<file path="src/rtl/booth_pkg.sv">
// ---------------------------------------------------------------------------
// booth_pkg
// Shared definitions for the Booth multiply/divide datapath.
//   N_DEF   : default operand width (dividend 2N, divisor/quotient/remainder N)
//   state_e : divider sequencer states S_IDLE / S_CALC / S_FIX
// ---------------------------------------------------------------------------
package booth_pkg;

    localparam int N_DEF = 6;

    typedef enum logic [1:0] {
        S_IDLE = 2'd0,
        S_CALC = 2'd1,
        S_FIX  = 2'd2
    } state_e;

endpackage : booth_pkg

</file>
<file path="src/rtl/twos_abs.sv">
// ---------------------------------------------------------------------------
// twos_abs
// Combinational conditional two's-complement negate.
// With neg_i tied to the operand MSB it yields the unsigned magnitude;
// with neg_i tied to a sign condition it applies a result sign.
//   val_i : W-bit operand
//   neg_i : 1 = negate, 0 = pass through
//   res_o : W-bit result
// ---------------------------------------------------------------------------
module twos_abs #(
    parameter int W = 6
) (
    input  logic [W-1:0] val_i,
    input  logic         neg_i,
    output logic [W-1:0] res_o
);

    // Negation wraps modulo 2^W, so the most negative value maps onto its
    // correct unsigned magnitude 2^(W-1).
    assign res_o = neg_i ? (~val_i + {{(W-1){1'b0}}, 1'b1}) : val_i;

endmodule : twos_abs

</file>
<file path="src/rtl/booth_div.sv">
// ---------------------------------------------------------------------------
// booth_div
// Sequential signed restoring divider: 2N-bit dividend / N-bit divisor.
// Quotient truncates toward zero; remainder takes the dividend's sign.
//   clk, rst    : clock, synchronous active-high reset
//   start       : request, only honoured in S_IDLE
//   dividend    : 2N-bit signed, sampled on the accept edge
//   divisor     : N-bit signed, sampled on the accept edge
//   busy        : operation in progress (S_CALC or S_FIX)
//   done        : one-cycle pulse, results valid from this cycle on
//   quotient    : N-bit signed quotient
//   remainder   : N-bit signed remainder
//   div_by_zero : last completed operation had a zero divisor
//   overflow    : true quotient did not fit signed N bits
// ---------------------------------------------------------------------------
module booth_div
    import booth_pkg::*;
#(
    parameter int N = N_DEF
) (
    input  logic           clk,
    input  logic           rst,
    input  logic           start,
    input  logic [2*N-1:0] dividend,
    input  logic [N-1:0]   divisor,
    output logic           busy,
    output logic           done,
    output logic [N-1:0]   quotient,
    output logic [N-1:0]   remainder,
    output logic           div_by_zero,
    output logic           overflow
);

    localparam int CW = $clog2(2 * N);
    localparam logic [CW-1:0]    CNT_LAST = CW'(2 * N - 1);
    // Largest quotient magnitude allowed for a positive / negative result.
    localparam logic [2*N-1:0]   LIM_POS  = (2*N)'((1 << (N - 1)) - 1);
    localparam logic [2*N-1:0]   LIM_NEG  = (2*N)'(1 << (N - 1));

    state_e         state_q, state_d;
    logic           sgn_dvd_q, sgn_dvd_d;
    logic           sgn_dsr_q, sgn_dsr_d;
    logic           zero_q, zero_d;
    logic [2*N-1:0] dvd_q, dvd_d;
    logic [2*N-1:0] quo_q, quo_d;
    logic [N:0]     part_q, part_d;
    logic [N-1:0]   dsr_q, dsr_d;
    logic [CW-1:0]  cnt_q, cnt_d;

    logic           busy_q, busy_d;
    logic           done_q, done_d;
    logic [N-1:0]   quot_q, quot_d;
    logic [N-1:0]   rem_q, rem_d;
    logic           dbz_q, dbz_d;
    logic           ovf_q, ovf_d;

    logic [2*N-1:0] dvd_abs_s;
    logic [N-1:0]   dsr_abs_s;
    logic [N-1:0]   quo_fix_s;
    logic [N-1:0]   rem_fix_s;
    logic           quo_neg_s;
    logic           ovf_s;
    logic [N+1:0]   part_sh_s;

    assign quo_neg_s = sgn_dvd_q ^ sgn_dsr_q;

    twos_abs #(.W(2 * N)) u_abs_dvd (
        .val_i (dividend),
        .neg_i (dividend[2*N-1]),
        .res_o (dvd_abs_s)
    );

    twos_abs #(.W(N)) u_abs_dsr (
        .val_i (divisor),
        .neg_i (divisor[N-1]),
        .res_o (dsr_abs_s)
    );

    // Only the low N bits matter: when they are used the magnitude has
    // already been proven to fit.
    twos_abs #(.W(N)) u_fix_quo (
        .val_i (quo_q[N-1:0]),
        .neg_i (quo_neg_s),
        .res_o (quo_fix_s)
    );

    twos_abs #(.W(N)) u_fix_rem (
        .val_i (part_q[N-1:0]),
        .neg_i (sgn_dvd_q),
        .res_o (rem_fix_s)
    );

    // Shifted partial remainder with the next dividend bit; one guard bit
    // above the N+1-bit register keeps the compare exact.
    assign part_sh_s = {part_q, dvd_q[2*N-1]};

    // Negative quotients may reach 2^(N-1), positive ones only 2^(N-1)-1.
    assign ovf_s = quo_q > (quo_neg_s ? LIM_NEG : LIM_POS);

    // Sequencer next state, datapath step and result formation.
    always_comb begin
        state_d   = state_q;
        sgn_dvd_d = sgn_dvd_q;
        sgn_dsr_d = sgn_dsr_q;
        zero_d    = zero_q;
        dvd_d     = dvd_q;
        quo_d     = quo_q;
        part_d    = part_q;
        dsr_d     = dsr_q;
        cnt_d     = cnt_q;
        done_d    = 1'b0;
        quot_d    = quot_q;
        rem_d     = rem_q;
        dbz_d     = dbz_q;
        ovf_d     = ovf_q;

        case (state_q)
            S_IDLE: begin
                if (start) begin
                    sgn_dvd_d = dividend[2*N-1];
                    sgn_dsr_d = divisor[N-1];
                    dvd_d     = dvd_abs_s;
                    dsr_d     = dsr_abs_s;
                    quo_d     = '0;
                    part_d    = '0;
                    cnt_d     = '0;
                    if (divisor == '0) begin
                        zero_d  = 1'b1;
                        state_d = S_FIX;
                    end else begin
                        zero_d  = 1'b0;
                        state_d = S_CALC;
                    end
                end else begin
                    state_d = S_IDLE;
                end
            end

            S_CALC: begin
                dvd_d = {dvd_q[2*N-2:0], 1'b0};
                cnt_d = cnt_q + CW'(1);
                if (part_sh_s >= {2'b00, dsr_q}) begin
                    part_d = part_sh_s[N:0] - {1'b0, dsr_q};
                    quo_d  = {quo_q[2*N-2:0], 1'b1};
                end else begin
                    part_d = part_sh_s[N:0];
                    quo_d  = {quo_q[2*N-2:0], 1'b0};
                end
                if (cnt_q == CNT_LAST) begin
                    state_d = S_FIX;
                end else begin
                    state_d = S_CALC;
                end
            end

            S_FIX: begin
                state_d = S_IDLE;
                done_d  = 1'b1;
                if (zero_q) begin
                    quot_d = '0;
                    rem_d  = '0;
                    dbz_d  = 1'b1;
                    ovf_d  = 1'b0;
                end else if (ovf_s) begin
                    quot_d = '0;
                    rem_d  = '0;
                    dbz_d  = 1'b0;
                    ovf_d  = 1'b1;
                end else begin
                    quot_d = quo_fix_s;
                    rem_d  = rem_fix_s;
                    dbz_d  = 1'b0;
                    ovf_d  = 1'b0;
                end
            end

            default: begin
                state_d = S_IDLE;
            end
        endcase

        busy_d = (state_d != S_IDLE);
    end

    // State, datapath and output registers with synchronous reset.
    always_ff @(posedge clk) begin
        if (rst) begin
            state_q   <= S_IDLE;
            sgn_dvd_q <= 1'b0;
            sgn_dsr_q <= 1'b0;
            zero_q    <= 1'b0;
            dvd_q     <= '0;
            quo_q     <= '0;
            part_q    <= '0;
            dsr_q     <= '0;
            cnt_q     <= '0;
            busy_q    <= 1'b0;
            done_q    <= 1'b0;
            quot_q    <= '0;
            rem_q     <= '0;
            dbz_q     <= 1'b0;
            ovf_q     <= 1'b0;
        end else begin
            state_q   <= state_d;
            sgn_dvd_q <= sgn_dvd_d;
            sgn_dsr_q <= sgn_dsr_d;
            zero_q    <= zero_d;
            dvd_q     <= dvd_d;
            quo_q     <= quo_d;
            part_q    <= part_d;
            dsr_q     <= dsr_d;
            cnt_q     <= cnt_d;
            busy_q    <= busy_d;
            done_q    <= done_d;
            quot_q    <= quot_d;
            rem_q     <= rem_d;
            dbz_q     <= dbz_d;
            ovf_q     <= ovf_d;
        end
    end

    assign busy        = busy_q;
    assign done        = done_q;
    assign quotient    = quot_q;
    assign remainder   = rem_q;
    assign div_by_zero = dbz_q;
    assign overflow    = ovf_q;

endmodule : booth_div

</file>
<file path="config.mk">
export PLATFORM = sky130hd
export DESIGN_NAME = booth_div
export DESIGN_NICKNAME = d
export VERILOG_FILES = /design/src/rtl/booth_pkg.sv /design/src/rtl/twos_abs.sv /design/src/rtl/booth_div.sv
export SDC_FILE = /design/constraint.sdc
export NUM_CORES = 1
export LEC_CHECK = 0
export CORE_MARGIN = 2
export CORE_UTILIZATION = 47
export DETAILED_ROUTE_END_ITERATION = 12
export GPL_ROUTABILITY_DRIVEN = 0
export GPL_TIMING_DRIVEN = 0
export MAX_ROUTING_LAYER = met4
export PLACE_DENSITY = 0.74
export SKIP_CTS_REPAIR_TIMING = 1
export SYNTH_ARGS = -nofsm -noshare
export SYNTH_HDL_FRONTEND = slang
export SYNTH_SLANG_ARGS = --single-unit
</file>
<file path="constraint.sdc">
create_clock -name clk -period 5.5 [get_ports clk]
set_input_delay 0.825 -clock clk [delete_from_list [all_inputs] [get_ports clk]]
set_output_delay 0.825 -clock clk [all_outputs]
set_load 0.02 [all_outputs]
</file>
* After elaboration in Yosys (flattened, before gate mapping)
Cells that the tools add are included.
Storage, ports and cells: output and inout port bits 16, word-level logic and storage cells 66, input bits 21, register bits 62
Cells by class: add/subtract/negate cells 6, eq/ne operators 4, reduce and logical (&&, ||, !) cells 6, bitwise operators 5, order comparisons 2, muxes and demuxes 28
Operators by type and width (number):
- $mux W6 | 8
- $pmux W12 S2 | 2
- $mux W12 | 3
- $add A6 B1 Y6 const B | 3
- $not A6 Y6 | 3
- $mux W7 | 2
- $pmux W7 S2 | 1
- $add A12 B1 Y12 const B | 1
- $gt A12 B6 Y1 | 1
- $not A12 Y12 | 1
- $ge A8 B6 Y1 | 1
- $pmux W4 S2 | 1
- $sub A7 B6 Y7 | 1
- $logic_not A6 Y1 | 1
- $mux W1 | 6
- $mux W2 | 3
- $add A4 B1 Y4 const B | 1
- $eq A4 B4 Y1 const B | 1
- $mux W4 | 1
- $pmux W2 S2 | 1
- $reduce_and A2 Y1 | 2
- $reduce_bool A2 Y1 | 2
- $eq A2 B1 Y1 const B | 1
- $eq A2 B2 Y1 const B | 1
- 3 further kinds | 3

* Longest topological paths before layout
depth after elaboration 5, mapped depth 11, gate-level depth less buffers 9

* By module
Synthesis repeated with hierarchy kept, for this count alone.
Second synthesis, totals: cell total of the unflattened synthesis 400, area, all modules 3460.8 um^2
Modules (own cells, without submodules):
- booth_div | area each 2845.2 um^2, cells each 318, seq. area each 1241.2 um^2, times used 1
- twos_abs (u_abs_dsr ...) | area each 108.9 um^2, cells each 16, seq. area each 0.0 um^2, times used 3
- twos_abs (u_abs_dvd) | area each 289.0 um^2, cells each 34, seq. area each 0.0 um^2, times used 1

* Worst setup path before layout
Ideal clock, no wire load.
kind input port to flip-flop, start point input dividend[6], end point register dvd_q[10], arrival 2100 ps, buffers on the path 0, setup time 128 ps, data required time 5372 ps, stages on the path 5, path slack 3272 ps, cells stage by stage or4_4 > o41ai_4 > xnor2_1 > a222oi_1 > nor2_1
Between the ends: longest elaborated chain between the ends 5
RTL lines:
- start, declared | RTL line booth_div.sv:24 | input logic [2*N-1:0] dividend,
- $not A12 Y12 | RTL line twos_abs.sv:20 | assign res_o = neg_i ? (~val_i + {{(W-1){1'b0}}, 1'b1}) : val_i;
- $add A12 B1 Y12 | RTL line twos_abs.sv:20
- $mux W12 | RTL line twos_abs.sv:20
- $mux W12 | RTL line booth_div.sv:119 | if (start) begin
- $pmux W12 S2 | RTL line booth_div.sv:117 | case (state_q)
- end signal, assigned | RTL line booth_div.sv:208 | dvd_q <= dvd_d;
- end, declared | RTL line booth_div.sv:44 | logic [2*N-1:0] dvd_q, dvd_d;
Every way passes these cells. The select of a mux whose other input is x is not followed. A chain may end at the register's enable or synchronous reset.

* Worst setup path after layout
start point register sgn_dvd_q, end point register rem_q[5], in the netlist remainder[5]
Between the ends: longest elaborated chain between the ends 5, elaborated cells between the ends (all ways) 6, those cells by class 1 x order compare; 4 x mux; 1 x bitwise
RTL lines:
- start, declared | RTL line booth_div.sv:41 | logic sgn_dvd_q, sgn_dvd_d;
- start signal, assigned | RTL line booth_div.sv:205 | sgn_dvd_q <= sgn_dvd_d;
- $xor A1 B1 Y1 | RTL line booth_div.sv:65 | assign quo_neg_s = sgn_dvd_q ^ sgn_dsr_q;
- $mux W6 | RTL line booth_div.sv:98 | assign ovf_s = quo_q > (quo_neg_s ? LIM_NEG : LIM_POS);
- $gt A12 B6 Y1 | RTL line booth_div.sv:98
- $mux W6 (*) | RTL line booth_div.sv:164 | end else if (ovf_s) begin
- $mux W6 (*) | RTL line booth_div.sv:159 | if (zero_q) begin
- end signal, assigned | RTL line booth_div.sv:216 | rem_q <= rem_d;
- end, declared | RTL line booth_div.sv:53 | logic [N-1:0] rem_q, rem_d;
Every way passes the cells marked *; elsewhere a longest branch is shown, timed or not.

==> results.txt <==
----------------------------------------------------
[Status]
  Status ... finished clean

[Pwr]
  Pwr/cell area ... 273 nW/um2
  Static Leakage ... 1.46 nW
  Total power of the final layout ... 1.08 mW
  Worst IR drop on VDD ... 0.000159 V

[Clock network]
  Number of CTS-inserted buffers ... 9
  Sink count of the clock tree ... 62
  Cell at the root of the clock tree ... sky130_fd_sc_hd__clkbuf_8
  CTS max path bufs ... 2
  Clk pin slew, worst setup/hold paths ... 0.06 ns
  CTS H-tree depth ... 3
  Clock latency reported for the late side of the worst-skew pair ... 0.34 ns
  TritonCTS clock tree ... yes

[Logic synthesis]
  Avg Cell Area, Syn ... 8.53 um2
  Share of the synthesized area in the top cell type ... 37.6%
  Count of yosys warnings during synthesis ... 0
  Mapped Cells ... 387
  Number of flops mapped to enable cells by yosys ... 0
  Part of the Yosys area used for sequential elements ... 37.6%
  Synthesized net count ... 424
  Cell type contributing the most total cell area after synthesis ... sky130_fd_sc_hd__dfxtp_1
  Main synth FF type ... sky130_fd_sc_hd__dfxtp_1
  Top cells by area, synth ... sky130_fd_sc_hd__dfxtp_1, sky130_fd_sc_hd__nor2_1, sky130_fd_sc_hd__ha_1
  Most frequent cell after synthesis ... sky130_fd_sc_hd__dfxtp_1
  Cell area after technology mapping ... 3300 um2
  Leading cell types by count after synthesis ... sky130_fd_sc_hd__dfxtp_1, sky130_fd_sc_hd__nor2_1, sky130_fd_sc_hd__nand2_1, sky130_fd_sc_hd__a21oi_1, sky130_fd_sc_hd__xnor2_1
  Number of flip-flops and latches in the synthesized netlist ... 62
  Number of distinct library cell variants in the gate-level netlist after synthesis ... 52
  Share of synthesized registers carrying an async set or reset ... 0%

[Setup path]
  Critical Path Source Type ... register
  Critical path's largest stage delay ... 0.35 ns
  Number of buffer and inverter instances along the worst setup path ... 4
  Cell repeated most along the worst path ... sky130_fd_sc_hd__buf_2
  Critical Setup Path Class ... reg -> reg
  Largest fanout on the critical path ... 10
  RR Startpoint ... sgn_dvd_q
  Critical Path, Cell by Cell ... buf_2 > xnor2_1 > buf_2 > inv_1 > ha_1 > o211ai_1 > a21oi_1 > o221ai_1 > a21oi_1 > buf_2 > o31ai_1
  Sort of element at the end of the critical path ... register
  Arrival time reported for the critical path endpoint ... 2.75 ns
  Library cell contributing the largest single delay on the critical path ... sky130_fd_sc_hd__ha_1
  Critical Path RT ... 5.71 ns
  Kind of cell adding the most delay to the critical path ... buffers and inverters
  First element of the critical path ... sgn_dvd_q
  Worst setup slack for register-to-register paths ... 2.96 ns

[Detailed routing]
  Number of violations reported at the end of detailed-routing iteration 0 ... 122
  Overall via count from detail_route ... 2906
  Detailed-router iteration count before antenna repair ... 5
  Post-route ant nets ... 0
  Via density ... 5.44
  Drt wl/cell ... 13.7 um
  Final wirelength ... 7310 um
  Final routed DRC violation total ... 0

[Timing]
  Setup Viol. Count Final ... 0
  Relative slew margins ... 57.6%
  Final slew viol count ... 0
  Worst clock skew on the final layout ... 0.00618 ns
  Setup slack of the critical path after layout ... 2.96 ns
  Fmax ... 393 MHz
  Fin. Hold Viols ... 0
  Pin slew with the least headroom to its limit ... 0.631 ns
  Summed negative setup slack over all endpoints ... 0 ns
  Minimum clock period ... 2.54 ns
  Final period utilization ... 46.2%
  Setup repair after global routing missed its margin ... no

[Floorplanning]
  Die outline area ... 7710 um2
  Placement Rows ... 30
  Die X-Extent ... 87.8 um
  Number of top-level pins ... 37
  Height of the chip ... 87.8 um
  Core outline area ... 6790 um2
  Initial Utilization ... 48.6%

[Finish]
  Fraction of final layout cells with drive strength greater than 1 ... 6.16%
  Fillcell total ... 635
  Total inserted antenna cells ... 0
  Fraction of the core area covered by cells at the end of the flow ... 57.9%
  Area growth, synth to finish ... 19.1%
  Post-route cell area ... 3930 um2
  Sequential cell area ... 1240 um2
  Multi-input logic area ... 1900 um2
  Net count of the finished layout ... 470

[Flow run]
  Max-cap viol count ... 0

[Global routing]
  Number of antenna violations at the first check in global routing ... 0
  GRT Resource Usage Total ... 20.9%
  Global-route wire length before repair ... 12400 um
  Aggregate global routing overflow ... 0
  Vias in the first global route ... 2822
  Pin count of the biggest net entering global routing ... 11

[Min path]
  Tightest Hold Check Type ... reg -> reg
  Origin of the worst min-delay path ... remainder[4]

[Place]
  Post-detail-place hpwl ... 5480 um
  Worst slack after detailed placement ... 2.60 ns
  Port bufs ... 35
  Area after DPL ... 3770 um2

----------------------------------------------------
## worst min-delay path: stages (launching register included)
cell	delay [ns]
sky130_fd_sc_hd__dfxtp_1	0.32
sky130_fd_sc_hd__nand2_1	0.05
sky130_fd_sc_hd__o31ai_1	0.05
## placed cells by master, fill, tap and decap left out, types with 3 or more instances in the layout
master	count
sky130_fd_sc_hd__dfxtp_1	62
sky130_fd_sc_hd__nor2_1	51
sky130_fd_sc_hd__nand2_1	40
sky130_fd_sc_hd__clkdlybuf4s50_1	35
sky130_fd_sc_hd__clkbuf_1	22
sky130_fd_sc_hd__a21oi_1	21
sky130_fd_sc_hd__xnor2_1	18
sky130_fd_sc_hd__o31ai_1	17
sky130_fd_sc_hd__inv_1	16
sky130_fd_sc_hd__a22oi_1	16
sky130_fd_sc_hd__ha_1	15
sky130_fd_sc_hd__mux2i_1	10
sky130_fd_sc_hd__clkbuf_8	10
sky130_fd_sc_hd__a222oi_1	9
sky130_fd_sc_hd__nor2b_1	8
sky130_fd_sc_hd__nand2b_1	7
sky130_fd_sc_hd__o21ai_0	7
sky130_fd_sc_hd__a211oi_1	7
sky130_fd_sc_hd__o21ai_1	6
sky130_fd_sc_hd__nor3_1	5
sky130_fd_sc_hd__xor2_1	5
sky130_fd_sc_hd__buf_2	4
sky130_fd_sc_hd__nor4_1	4
sky130_fd_sc_hd__or2_2	3
sky130_fd_sc_hd__nand3_1	3
sky130_fd_sc_hd__nand4_1	3
sky130_fd_sc_hd__a21o_1	3
## flip-flops by register name (all words and copies together) (netlist names)
signal,cells
dvd_q,12
done,1
sgn_dsr_q,1
remainder,6
cnt_q,4
dsr_q,6
sgn_dvd_q,1
div_by_zero,1
state_q,2
busy,1
part_q,7
overflow,1
quotient,6
zero_q,1
quo_q,12
## per-stage QoR
| stage | hold slack [ns] | cells |
|---|---|---|
| final | 0.447 | 534 |
| after CTS | 0.453 | 534 |
| after global routing | 0.470 | 534 |
| after detailed placement | 0.438 | 518 |
| after floorplan | 0.436 | 387 |
| after global placement | 0.436 | 518 |
## report_power, final
part / total [mW] / switching (mW) / internal, mW
Combinational: 0.252 / 0.138 / 0.114
Sequential: 0.483 / 0.0149 / 0.468
Clock: 0.340 / 0.164 / 0.176
Total: 1.08 / 0.317 / 0.758
## metal layers
layer	vias up	global-route usage [%]	wire length, um
met5	-	-	0
met4	0	6.57	72
met3	11	5.84	319
met2	57	35.5	3640
met1	1353	23.7	3270
li1	1485	-	-
## logic make-up after synthesis
group	synth area share (%)
simple gates	18.9
compound gates	22.9
flops	37.6
buf+inv	4.93
xor+xnor	6.10
fa+ha+maj	6.29
mux	3.37
## cell type report
type / instances / area share (%)
clock buffer: 15 / 3.98
buffer: 24 / 2.61
sequential: 62 / 31.6
timing repair buffer: 35 / 8.91
clock inverter: 1 / 0.127
multi-input combinational: 285 / 48.3
inverter: 16 / 1.53
tap: 96 / 3.05
## final timing paths
kind / to / depth (start not counted)
worst min-delay path: remainder[4] / 2
worst max-delay path: remainder[5] / 11
worst max register to register: remainder[5] / 11
worst min register to register: remainder[4] / 2
Power figures use the tool's default switching activity.
